$ cat src/rtl/deser_4bit.sv
// deser_4bit: 4-bit serial-to-parallel receiver with a one-deep hold register.
// Ports:
//   CLK, RESET   clock and synchronous active-high reset
//   S_IN/S_VALID serial bit and its qualifier
//   DIR          bit order (0 = MSB first, 1 = LSB first), latched at bit 0
//   Q/Q_VALID    completed word and its occupancy flag; Q_ACK consumes it
//   BIT_CNT      bits of the current word accepted so far
//   OVR          sticky overrun (unconsumed word overwritten)
module deser_4bit #(
   parameter int PwrC = 0
) (
   input  logic       CLK,
   input  logic       RESET,
   input  logic       S_IN,
   input  logic       S_VALID,
   input  logic       DIR,
   output logic [3:0] Q,
   output logic       Q_VALID,
   input  logic       Q_ACK,
   output logic [1:0] BIT_CNT,
   output logic       OVR
);

   typedef enum logic [1:0] {
      IDLE      = 2'd0,
      SHIFT     = 2'd1,
      FULL_WAIT = 2'd2
   } state_t;

   // PwrC only tags the instance for external activity accounting;
   // any non-negative index elaborates the same receiver.
   if (PwrC >= 0) begin : g_core

      state_t     state_q, state_d;
      logic [3:0] sr_q, sr_d;
      logic [1:0] cnt_q, cnt_d;
      logic       order_q, order_d;
      logic [3:0] hold_q, hold_d;
      logic       qv_q, qv_d;
      logic       ovr_q, ovr_d;

      logic       first_bit;
      logic       last_bit;
      logic       ack;
      logic       order_eff;
      logic [3:0] shifted;

      // Datapath helpers
      always_comb begin
         first_bit = S_VALID && (cnt_q == 2'd0);
         last_bit  = S_VALID && (cnt_q == 2'd3);
         ack       = qv_q && Q_ACK;
         // Bit 0 uses the live DIR so the whole word shares one order.
         order_eff = first_bit ? DIR : order_q;
         if (order_eff) begin
            shifted = {S_IN, sr_q[3:1]};
         end else begin
            shifted = {sr_q[2:0], S_IN};
         end
      end

      // Shift register, bit counter and order latch
      always_comb begin
         sr_d    = sr_q;
         cnt_d   = cnt_q;
         order_d = order_q;
         if (S_VALID) begin
            sr_d  = shifted;
            cnt_d = cnt_q + 2'd1;
            if (first_bit) begin
               order_d = DIR;
            end
         end
      end

      // Hold register, occupancy and overrun
      always_comb begin
         hold_d = hold_q;
         qv_d   = qv_q;
         ovr_d  = ovr_q;
         if (last_bit) begin
            hold_d = shifted;
            qv_d   = 1'b1;
            // Overwriting a word nobody took this edge is an overrun.
            if (qv_q && !Q_ACK) begin
               ovr_d = 1'b1;
            end
         end else if (ack) begin
            qv_d = 1'b0;
         end
      end

      // FSM next state
      always_comb begin
         state_d = state_q;
         unique case (state_q)
            IDLE: begin
               if (S_VALID) begin
                  state_d = SHIFT;
               end
            end
            SHIFT: begin
               if (last_bit) begin
                  state_d = FULL_WAIT;
               end else if (cnt_q == 2'd0) begin
                  // Word done while reception continued, then consumed.
                  state_d = qv_d ? FULL_WAIT : IDLE;
               end
            end
            FULL_WAIT: begin
               if (S_VALID) begin
                  state_d = SHIFT;
               end else if (ack) begin
                  state_d = IDLE;
               end
            end
            default: begin
               state_d = IDLE;
            end
         endcase
      end

      always_ff @(posedge CLK) begin
         if (RESET) begin
            state_q <= IDLE;
            sr_q    <= 4'b0000;
            cnt_q   <= 2'd0;
            order_q <= 1'b0;
            hold_q  <= 4'b0000;
            qv_q    <= 1'b0;
            ovr_q   <= 1'b0;
         end else begin
            state_q <= state_d;
            sr_q    <= sr_d;
            cnt_q   <= cnt_d;
            order_q <= order_d;
            hold_q  <= hold_d;
            qv_q    <= qv_d;
            ovr_q   <= ovr_d;
         end
      end

      assign Q       = hold_q;
      assign Q_VALID = qv_q;
      assign BIT_CNT = cnt_q;
      assign OVR     = ovr_q;

   end

endmodule

$ cat config.mk
export PLATFORM = sky130hd
export DESIGN_NAME = deser_4bit
export DESIGN_NICKNAME = d
export VERILOG_FILES = /design/src/rtl/deser_4bit.sv
export SDC_FILE = /design/constraint.sdc
export NUM_CORES = 1
export LEC_CHECK = 0
export BUFFER_PORTS_ARGS = -buffer_cell sky130_fd_sc_hd__buf_2
export CORE_AREA = 3 3 40 42
export CTS_CLUSTER_DIAMETER = 60
export DETAILED_ROUTE_END_ITERATION = 7
export DIE_AREA = 0 0 43 45
export SLEW_MARGIN = 20
export SYNTH_ARGS = -nofsm -noshare
export SYNTH_HDL_FRONTEND = slang
export SYNTH_SLANG_ARGS = --single-unit
$ cat constraint.sdc
create_clock -name CLK -period 1.9 [get_ports CLK]
set_clock_uncertainty 0.1 [all_clocks]
set_input_delay 0.38 -clock CLK [delete_from_list [all_inputs] [get_ports CLK]]
set_output_delay 0.38 -clock CLK [all_outputs]
set_load 0.05 [all_outputs]
==> impl_metrics.ini <==
[status]
status = finished clean

[route]
drc = 0
ant_nets = 0
wl_um = 985
vias = 458
wl_per_cell_um = 11.2
avgViaCountPerCell = 5.20
drtPass1Iterations = 4
dr.first_iter.drc_count = 5

[final_layout]
drive_above_1_share_pct = 24.7
n_antenna_cell = 0
nFillCells = 122
stdcell_count = 88
finalCoreUtilization_pct = 50.2
layout_common_cells = 13 x dfxtp_1, 13 x buf_2, 9 x nor2_1, 6 x a311oi_1, 5 x nand3_1
area_growth_pct = 17.0
stdcell_area_um2 = 646
multi_input_area_um2 = 268
regArea_um2 = 260
layout.nets = 82

[grt]
grt_usage_pct = 11.5
antenna_found_initial = 0
grt-ovfl-total = 0
grt_pass1_vias = 395
grt_start_max_net_pins = 17
grt_pass1_wl_um = 1640

[critical_path]
path_cells = inv_1 -> ha_1 -> a21boi_1 -> o21ai_1 -> a311oi_1
required_ns = 1.98
crit_arrival_ns = 1.61
slowest_stage = dfxtp_1
worstRegToRegCells = 5
crit_buf_inv = 1
crit_cells = 5
setup.worst_path.end_class = flop
cp_top_family = compound AO/OA/AOI/OAI gates
crit_type = flop to flop
cp_max_fo = 4
crit_path_start_kind = flop
cp_slowest_stage_delay_ns = 0.38

[clock_tree]
post-cts-setup-buffers = 0
cts.sinks = 13
ctsLongestPathBuffers = 2
cts_made_buffers = 3
clk_root_buffer_cell = clkbuf_4
htreeDepth = 1
clk_latency_ns = 0.27
cts_resized = 0
clkTransAtPathRegs_ns = 0.08
cts_tree = done
ctsHoldBuffers = 0

[power_and_ir_drop]
intPower_mw = 0.398
p_seq_share_pct = 53.3
p_sw_mw = 0.157
power_frac_comb_pct = 16.0
leakagePower_nw = 0.278
pwr-share-clk_pct = 30.7
total_power_mw = 0.555
switching_share_pct = 28.2
powerDensity_nw_per_um2 = 860
vdd_drop_max_mv = 0.491

[synth]
ys_warn_count = 0
ys_ff_latch = 13
netlist-cell-type-count = 22
avgSynthCellArea_um2 = 9.35
ys_seq_area_share_pct = 47.2
ys_top_cells_by_area = dfxtp_1 47%, a311oi_1 9.5%, nor2_1 6.1%, ha_1 4.5%, nand3_1 4.5%
synth_top_area_share_pct = 47.2
syn_nets = 67
netlist_area_um2 = 552
yosysTopAreaCell = dfxtp_1
syn_inst = 59

[timing]
fmax_mhz = 654
grt_setup_unrepaired = false
period_share_pct = 80.5
maxSlewHeadroom_pct = 81.7
setup_viol = 0
final_hold_viol_count = 0
min_period_ns = 1.53
tightest_slew_ns = 0.274
slew_viol_final = 0
fin_setup_tns_ns = 0

[placement]
dp_hpwl_um = 728
port_buffers = 13
place_area_um2 = 619
gp_congestion = 0.814
dp_cells = 84

[floorplan]
pin_count = 14
core-area_um2 = 1280
die_area_um2 = 1940
die_x_um = 43
start_util_pct = 42.9
die_y_um = 45
num_rows = 13

[hold_path]
whs_path_depth = 3
min_path_type = input port to flop

[flow_run]
maxCapViolCount = 0
[Yosys cell counts (all sizes together)]
master,n
a21bo,1
a21boi,1
a21oi,2
a311oi,6
a31oi,2
and2,1
and3,1
buf,2
clkbuf,1
dfxtp,13
ha,2
inv,2
mux2i,1
nand2,1
nand2b,1
nand3,5
nor2,9
o21ai,4
o21ba,1
o21bai,2
xnor2,1
[worst reg2reg max path: stages, from the launching register on]
cell      delay, ns
dfxtp_1        0.38
inv_1          0.06
ha_1           0.23
a21boi_1       0.28
o21ai_1        0.12
a311oi_1       0.27
[state kept, by name, indices dropped and copies added, names as in the netlist, named ones only]
name and flops:
BIT_CNT 2, OVR 1, Q 4, Q_VALID 1, g_core.sr_q 4
[routing by layer]
| metal | global-route usage, % | vias up | routed length, um |
|---|---|---|---|
| met5 | 0 | - | 0 |
| met4 | 7.23 | 0 | 13 |
| met3 | 2.39 | 2 | 36 |
| met2 | 17.4 | 8 | 444 |
| met1 | 14.9 | 206 | 490 |
| li1 | - | 242 | - |
[through the flow]
stage,setup slack [ns],hold slack (ns)
after CTS,0.355,0.313
after detailed placement,0.376,0.382
after global routing,0.209,0.323
final,0.370,0.316
after floorplan,0.131,0.352
after global placement,0.395,0.384
[kinds of logic (layout without fill, tap and decap cells)]
logic type / Yosys count / count (layout) / synth area share [%]
flops: 13 / 13 / 47.2
xor+xnor: 1 / 1 / 1.59
buf+inv: 5 / 19 / 4.31
compound gates: 19 / 19 / 24.9
simple gates: 18 / 18 / 15.6
fa+ha+maj: 2 / 2 / 4.53
mux: 1 / 1 / 1.81
[path summary, 6_finish.rpt]
kind	startpoint	end	slack (ns)
max	BIT_CNT[0]	g_core.sr_q[0]	0.37
min	Q_ACK	Q_VALID	0.32
max reg2reg	BIT_CNT[0]	g_core.sr_q[0]	0.37
min reg2reg	g_core.sr_q[3]	g_core.sr_q[3]	0.39
[power groups by stage]
stage / registers (mW) / logic [mW] / clock network, mW
floorplan: 0.322 / 0.0485 / 0
global placement: 0.302 / 0.0892 / 0
detailed placement: 0.302 / 0.0894 / 0
CTS: 0.296 / 0.0895 / 0.173
global route: 0.297 / 0.0982 / 0.190
finish: 0.296 / 0.0888 / 0.171
[layout make-up]
type | count | area share (%)
clock buffer | 4 | 4.07
inverter | 2 | 1.16
multi-input combinational | 41 | 41.5
sequential | 13 | 40.3
tap | 15 | 2.91
timing repair buffer | 13 | 10.1
Note: power is estimated with default switching activity, not from simulation.
